--- src/rtl/lsu_mem_stage.sv ---
// RV32I load/store stage: loads and SW take 1 cycle, SB/SH do a 2-cycle read-modify-write that drops req_ready_o.
// LSU_MISALIGN_TRAP_EN: defined = misaligned ops trap (misalign_o/badaddr_o); undefined = low address bits are masked.
module lsu_mem_stage #(
    parameter int AW = 32,
    parameter int DW = 32
) (
    input  logic          clk_100MHz,
    input  logic          rst,
    input  logic          req_valid_i,
    output logic          req_ready_o,
    input  logic          req_we_i,
    input  logic [2:0]    req_funct3_i,
    input  logic [AW-1:0] req_addr_i,
    input  logic [DW-1:0] req_wdata_i,
    output logic          ram_rena_o,
    output logic [AW-1:0] ram_raddr_o,
    input  logic [DW-1:0] ram_rdata_i,
    output logic          ram_wena_o,
    output logic [AW-1:0] ram_waddr_o,
    output logic [DW-1:0] ram_wdata_o,
    output logic          load_valid_o,
    output logic [DW-1:0] load_data_o,
    output logic          misalign_o,
    output logic [AW-1:0] badaddr_o
);

    typedef enum logic {IDLE, RMW_WR} state_t;

    state_t        state, state_nxt;
    logic [AW-1:0] word_addr;
    logic [AW-1:0] rmw_addr;
    logic [DW-1:0] rmw_data;
    logic          is_byte, is_half, is_word;
    logic          op_ok, mis, accept, do_op;
    logic [1:0]    lane;
    logic [7:0]    rbyte;
    logic [15:0]   rhalf;
    logic [DW-1:0] ext_data, merged;

    assign word_addr = {req_addr_i[AW-1:2], 2'b00};

    always_comb begin
        is_byte = (req_funct3_i[1:0] == 2'b00);
        is_half = (req_funct3_i[1:0] == 2'b01);
        is_word = (req_funct3_i[1:0] == 2'b10);
        // stores only have SB/SH/SW; loads reject 011/110/111
        if (req_we_i)
            op_ok = !req_funct3_i[2] && (req_funct3_i[1:0] != 2'b11);
        else
            op_ok = (req_funct3_i[1:0] != 2'b11) && (req_funct3_i != 3'b110);
`ifdef LSU_MISALIGN_TRAP_EN
        mis  = (is_half && req_addr_i[0]) || (is_word && (req_addr_i[1:0] != 2'b00));
        lane = req_addr_i[1:0];
`else
        mis  = 1'b0;
        if (is_half)
            lane = {req_addr_i[1], 1'b0};
        else if (is_word)
            lane = 2'b00;
        else
            lane = req_addr_i[1:0];
`endif
    end

    always_comb begin
        rbyte  = ram_rdata_i[{lane, 3'b000} +: 8];
        rhalf  = ram_rdata_i[{lane[1], 4'b0000} +: 16];
        ext_data = ram_rdata_i;
        if (is_byte)
            ext_data = {{24{rbyte[7] & ~req_funct3_i[2]}}, rbyte};
        else if (is_half)
            ext_data = {{16{rhalf[15] & ~req_funct3_i[2]}}, rhalf};
        merged = ram_rdata_i;
        if (is_byte)
            merged[{lane, 3'b000} +: 8] = req_wdata_i[7:0];
        else
            merged[{lane[1], 4'b0000} +: 16] = req_wdata_i[15:0];
    end

    always_comb begin
        state_nxt   = state;
        req_ready_o = !rst && (state == IDLE);
        accept      = req_valid_i && req_ready_o;
        do_op       = accept && op_ok && !mis;
        ram_rena_o  = 1'b0;
        ram_wena_o  = 1'b0;
        ram_raddr_o = word_addr;
        ram_waddr_o = word_addr;
        ram_wdata_o = req_wdata_i;
        case (state)
            IDLE: begin
                if (do_op) begin
                    if (!req_we_i) begin
                        ram_rena_o = 1'b1;
                    end else if (is_word) begin
                        ram_wena_o = 1'b1;
                    end else begin
                        ram_rena_o = 1'b1;
                        state_nxt  = RMW_WR;
                    end
                end
            end
            RMW_WR: begin
                // reset in this cycle aborts the pending partial write
                ram_wena_o  = !rst;
                ram_waddr_o = rmw_addr;
                ram_wdata_o = rmw_data;
                state_nxt   = IDLE;
            end
            default: state_nxt = IDLE;
        endcase
    end

    always_ff @(posedge clk_100MHz) begin
        if (rst) begin
            state        <= IDLE;
            load_valid_o <= 1'b0;
            load_data_o  <= '0;
            rmw_addr     <= '0;
            rmw_data     <= '0;
        end else begin
            state        <= state_nxt;
            load_valid_o <= do_op && !req_we_i;
            if (do_op && !req_we_i)
                load_data_o <= ext_data;
            if (state == IDLE && do_op && req_we_i && !is_word) begin
                rmw_addr <= word_addr;
                rmw_data <= merged;
            end
        end
    end

`ifdef LSU_MISALIGN_TRAP_EN
    always_ff @(posedge clk_100MHz) begin
        if (rst) begin
            misalign_o <= 1'b0;
            badaddr_o  <= '0;
        end else begin
            misalign_o <= accept && op_ok && mis;
            if (accept && op_ok && mis)
                badaddr_o <= req_addr_i;
        end
    end
`else
    assign misalign_o = 1'b0;
    assign badaddr_o  = '0;
`endif

endmodule

--- config.mk ---
export PLATFORM = sky130hd
export DESIGN_NAME = lsu_mem_stage
export DESIGN_NICKNAME = d
export VERILOG_FILES = /design/src/rtl/lsu_mem_stage.sv
export SDC_FILE = /design/constraint.sdc
export NUM_CORES = 1
export LEC_CHECK = 0
export ABC_AREA = 1
export BUFFER_PORTS_ARGS = -buffer_cell sky130_fd_sc_hd__buf_4
export CELL_PAD_IN_SITES_DETAIL_PLACEMENT = 0
export CELL_PAD_IN_SITES_GLOBAL_PLACEMENT = 1
export CORE_MARGIN = 5
export CORE_UTILIZATION = 30
export CTS_BUF_LIST = sky130_fd_sc_hd__clkbuf_4 sky130_fd_sc_hd__clkbuf_8
export CTS_CLUSTER_DIAMETER = 150
export CTS_CLUSTER_SIZE = 24
export DETAILED_ROUTE_END_ITERATION = 10
export PLACE_DENSITY = 0.89
export SLEW_MARGIN = 10
export SYNTH_ARGS = -nofsm -noshare
export SYNTH_HDL_FRONTEND = slang
export SYNTH_SLANG_ARGS = --single-unit
--- constraint.sdc ---
create_clock -name clk_100MHz -period 2.4 [get_ports clk_100MHz]
set_input_delay 0.48 -clock clk_100MHz [delete_from_list [all_inputs] [get_ports clk_100MHz]]
set_output_delay 0.48 -clock clk_100MHz [all_outputs]
set_load 0.1 [all_outputs]
==> After elaboration in Yosys (flattened, before gate mapping) <==
Cells that the tools add are included.
{ "totals": {"n_memories": 0, "out_inout_bits": 165, "latch_bits": 0, "regBits": 96, "wordCells": 56, "ram_bits": 0, "rom_bits": 0, "inputBits": 103} }
{ "classes": {"div": 0, "n_lt_le_gt_ge": 0, "reduce_logical": 14, "mul": 0, "addsub": 2, "eq_ne": 4, "n_mux": 21, "bitwise": 4, "n_shift": 6} }
{ "op_table": {"columns": ["operator", "count"], "rows": [
  ["$mux 32", 5],
  ["$bwmux 32", 2],
  ["$shift 16x7->32 const A", 1],
  ["$shift 8x7->32 const A", 1],
  ["$shiftx 16x7->32", 1],
  ["$shiftx 32x6->16", 1],
  ["$shiftx 32x6->8", 1],
  ["$shiftx 8x7->32", 1],
  ["$neg 5->7", 2],
  ["$mux 1", 10],
  ["$logic_and 1x1->1", 9],
  ["$logic_not 1->1", 4],
  ["$mux 2", 2],
  ["$pmux 1 s2", 2],
  ["$ne 3x3->1 const B", 1],
  ["$and 1x1->1", 2],
  ["$eq 2x1->1 const B", 1],
  ["$eq 2x2->1 const B", 1],
  ["$logic_not 2->1", 1],
  ["$ne 2x2->1 const B", 1],
  ["$not 1->1", 2]
]} }

==> Depth between registers and ports, before layout <==
{ "depth": {"depth_word": 7, "mapped_depth": 13, "depth_no_buf": 11} }

==> Worst setup path after synthesis <==
No wires, ideal clock.
{ "synth_path": {"kind": "input to output", "from": "input rst", "to": "output ram_wena_o", "path_slack_ns": -2.230, "stages": 6, "path_buffers": 1, "required_ns": 1.920, "arrival_time_ns": 4.150, "path_cell_list": "buf_6 -> nor2_2 -> nand2_1 -> nor2_4 -> nand2_1 -> o32ai_1"} }
{ "synth_via": {"elab_chain_len": 6} }
{ "synth_lines": {"columns": ["element", "line", "rtl"], "rows": [
  ["start: declaration", "8", "input logic rst,"],
  ["$logic_not 1->1", "82", "req_ready_o = !rst && (state == IDLE);"],
  ["$logic_and 1x1->1", "82", null],
  ["named net req_ready_o", "10", "output logic req_ready_o,"],
  ["$logic_and 1x1->1", "83", "accept = req_valid_i && req_ready_o;"],
  ["$logic_and 1x1->1", "84", "do_op = accept && op_ok && !mis;"],
  ["$mux 1", "92", "if (do_op) begin"],
  ["$pmux 1 s2", "90", "case (state)"],
  ["end: declaration", "18", "output logic ram_wena_o,"]
]} }
The timed path passes the listed nets, and every way through them passes these cells.

==> Worst setup path in the final report <==
{ "layout_path": {"from": "register state", "to": "output ram_wena_o"} }
{ "layout_via": {"elab_chain_len": 6} }
{ "layout_lines": {"columns": ["element", "line", "rtl"], "rows": [
  ["start: declaration", "29", "state_t state, state_nxt;"],
  ["start signal: assignment", "122", "state <= state_nxt;"],
  ["$not 1->1", null, null],
  ["$logic_and 1x1->1", "82", null],
  ["$logic_and 1x1->1", "83", null],
  ["$logic_and 1x1->1", "84", null],
  ["$mux 1", "92", null],
  ["$pmux 1 s2 *", "90", null]
]} }
Every way passes the cells marked *; elsewhere a longest branch is shown, timed or not.

==> summary.md <==
| Metric | Value |
|---|---|
| Combinational share of power | 0.448 |
| Pleak | roughly 0.0041 uW |
| Core Box Area | between 0.02 and 0.025 mm^2 |
| Antenna violations before repair | 0 |
| Hold_buf cts | 0 |
| HPWL after DPL | about 19000 um |
| I/O Buffers | 230 |
| Switching part of the total | 0.488 |
| Die area | 0.0252 mm^2 |
| H-tree depth | 3 |
| P&R area growth vs syn | 29.9% |
| Clock Tree Buf Depth | 2 |
| Required @ worst endpoint | 1920 ps |
| Post-Syn Instances | 1075 |
| Sequential Power Share | 0.339 |
| CTS tree | yes |
| Placed cells | 1507 |
| Seq cells post-synth | 96 |
| Crit end category | output port |
| GRT Util Overall | 0.182 |
| PD cells | 572 mW/mm^2 |
| Remaining antenna violation count after routing | 0 |
| DRT Pass-1 Iters | 5 |
| Sw power | 2410 uW |
| Die X | 159 um |
| Non-Filler Instances | around 1500 |
| HP Class | primary input to flip-flop |
| CP Max Fanout | 17 |
| Mapped Area | between 0.006 and 0.007 mm^2 |
| Die Y | 159 um |
| Commonest cells after routing, fill and taps aside | nand2_1, buf_4, o21ai_0 |
| Worst-path clk slew | 100 ps |
| Fin crit period | 2290 ps |
| WL final | between 20000 and 25000 um |
| Vias per inst | 4.87 |
| CTS Buf Count | 9 |
| R2R Setup Slk | about 380 ps |
| Most common cell after layout, fill and taps aside | nand2_1 |
| Drt drc | 0 |
| Crit path DAT | 1810 ps |
| Worst skew pair latency | a little under 400 ps |
| Max Freq | 438 MHz |
| Row cnt | 54 |
| DR WL/cell | 16.0 um |
| Vias in the first global route | around 7000 |
| Via Count | 7427 |
| Nets | 1345 |
| Synth cell types | 34 |
| Clock Sinks | 96 |
| Worst-margin pin slew | 721 ps |
| I/O pin count | 268 |
| WS Path Type | flip-flop to output port |
| Outcome | finished, final reports clean |
| Max Cap Viol | 0 |
| Unrepaired setup endpoints after global routing | true |
| Crit start category | flip-flop |
| Largest net degree at the start of global routing | between 80 and 90 |
| Internal | ~2500 uW |
| Slew Limit Fails | 0 |
| Fin. Hold Viols | 0 |
| Period utilization | 0.952 |
| Root Driver | clkbuf_8 |
| Fin util | 0.395 |
| First-pass GRT wire length | 38200 um |
| Pwr Total | slightly below 5000 uW |
| Iter 0 DRT Violations | 630 |
| Grt ovf | 0 |
| Setup violations, final | 0 |
| Layout cells sized above 1 | 0.275 |
| N_diodes | 0 |
| Avg Cell Area, Syn | 6.18 um^2 |
| Peak VDD IR | 0.270 mV |
| Worst Clk Skew | about 12 ps |
| YS warnings | 0 |
| Layout filler cell count | 2373 |
| Slew margin rel. | 0.519 |
| Routability cong. | 0.921 |
| Post-synthesis sequential area ratio | 0.289 |
| Clock power share | 0.213 |
| Starting Density | 0.304 |
[per-stage QoR]
stage | TNS, ps | hold slack [ps] | area, um^2 | worst slack [ps]
6_report | 0 | 385 | 8630 | 114
3_5_place_dp | 0 | 459 | 8420 | 151
2_1_floorplan | -12240 | 443 | 6930 | -735
4_1_cts | 0 | 362 | 8610 | 46.7
5_1_grt | -21.6 | 380 | 8630 | -11.7
3_3_place_gp | 0 | 457 | 8420 | 202
[cells in the mapped netlist]
cell type	count	share of area
nand2_1	307	0.17
o21ai_0	144	0.11
a21oi_1	100	0.075
dfxtp_1	96	0.29
nor2_1	85	0.048
buf_4	73	0.083
inv_1	68	0.038
nand3_1	49	0.037
clkbuf_1	33	0.019
buf_2	30	0.023
o211ai_1	16	0.018
nand4_1	14	0.013
a21boi_2	9	0.015
a21boi_1	7	0.0079
inv_2	7	0.0040
a21boi_0	4	0.0045
nand4_2	4	0.0075
buf_1	3	0.0017
clkinv_1	3	0.0017
ha_1	3	0.0057
buf_6	2	0.0034
nand2_2	2	0.0019
nand2_4	2	0.0034
nand3_2	2	0.0030
nor2_4	2	0.0034
o21ai_1	2	0.0015
a22oi_1	1	0.0011
clkinv_2	1	0.00075
conb_1	1	0.00056
nand3_4	1	0.0026
nand3b_1	1	0.0011
nor2_2	1	0.00094
o21ai_2	1	0.0013
o32ai_1	1	0.0013
[metal layers]
| layer | global-route usage | share of wire | up-vias | wire length [um] |
|---|---|---|---|---|
| met2 | 0.299 | 0.46 | 324 | 11200 |
| met5 | 0 | 0 | - | 0 |
| li1 | - | - | 3722 | - |
| met3 | 0.0399 | 0.077 | 34 | 1880 |
| met4 | 0.0504 | 0.025 | 0 | 619 |
| met1 | 0.242 | 0.44 | 3347 | 10600 |
[state kept, by name (all words and copies together) (netlist names)]
register / cells
rmw_data: 32
state: 1
load_valid_o: 1
load_data_o: 32
rmw_addr: 30
[cells by family (layout without fill, tap and decap cells)]
family / after synthesis / after routing / share of synthesized area
buffers and inverters: 220 / 353 / 0.174
AND/OR/NAND/NOR: 470 / 470 / 0.296
flip-flops: 96 / 96 / 0.289
AO/OA/AOI/OAI: 285 / 285 / 0.235
other: 1 / 37 / 0.000565
adder cells (fa/ha/maj): 3 / 3 / 0.00565
[worst paths after layout]
kind,from,endpoint,depth (start not counted)
min reg2reg,rmw_data[4],rmw_data[4],2
max reg2reg,state,rmw_addr[6],9
min,req_wdata_i[0],rmw_data[0],3
max,state,ram_wena_o,7
[critical path, cell delays in order, from the launching register on]
cell     delay (ps)
dfxtp_1         350
buf_4           200
nor2_4          100
nand2_2          70
nor2_4          140
nand2_2         110
o32ai_4         250
buf_12          210
[repair_timing]
| action | 4_1_cts | 5_1_grt |
|---|---|---|
| resized for setup | 1 | 2 |
| endpoints found under the setup margin | 1 | 2 |
| pin swaps | 0 | 1 |
| buffers inserted | 0 | 1 |
[power groups by stage]
| stage | Clock, uW | Combinational (uW) | Sequential [uW] |
|---|---|---|---|
| after floorplan | 0 | 1520 | 1930 |
| after global placement | 0 | 2200 | 1710 |
| after detailed placement | 0 | 2210 | 1710 |
| after CTS | 1100 | 2210 | 1670 |
| after global routing | 1170 | 2320 | 1680 |
| final | 1050 | 2210 | 1670 |
[final cells by class]
class | count | area (um^2) | area share
Tap cell | 280 | 350 | 0.0406
Timing Repair Buffer | 258 | 2010 | 0.233
Clock buffer | 10 | 131 | 0.0152
Multi-Input combinational cell | 795 | 3860 | 0.448
Clock inverter | 6 | 52.6 | 0.00609
Inverter | 79 | 298 | 0.0345
Sequential cell | 96 | 1920 | 0.223
No activity file was read; power rests on OpenSTA's default activity.
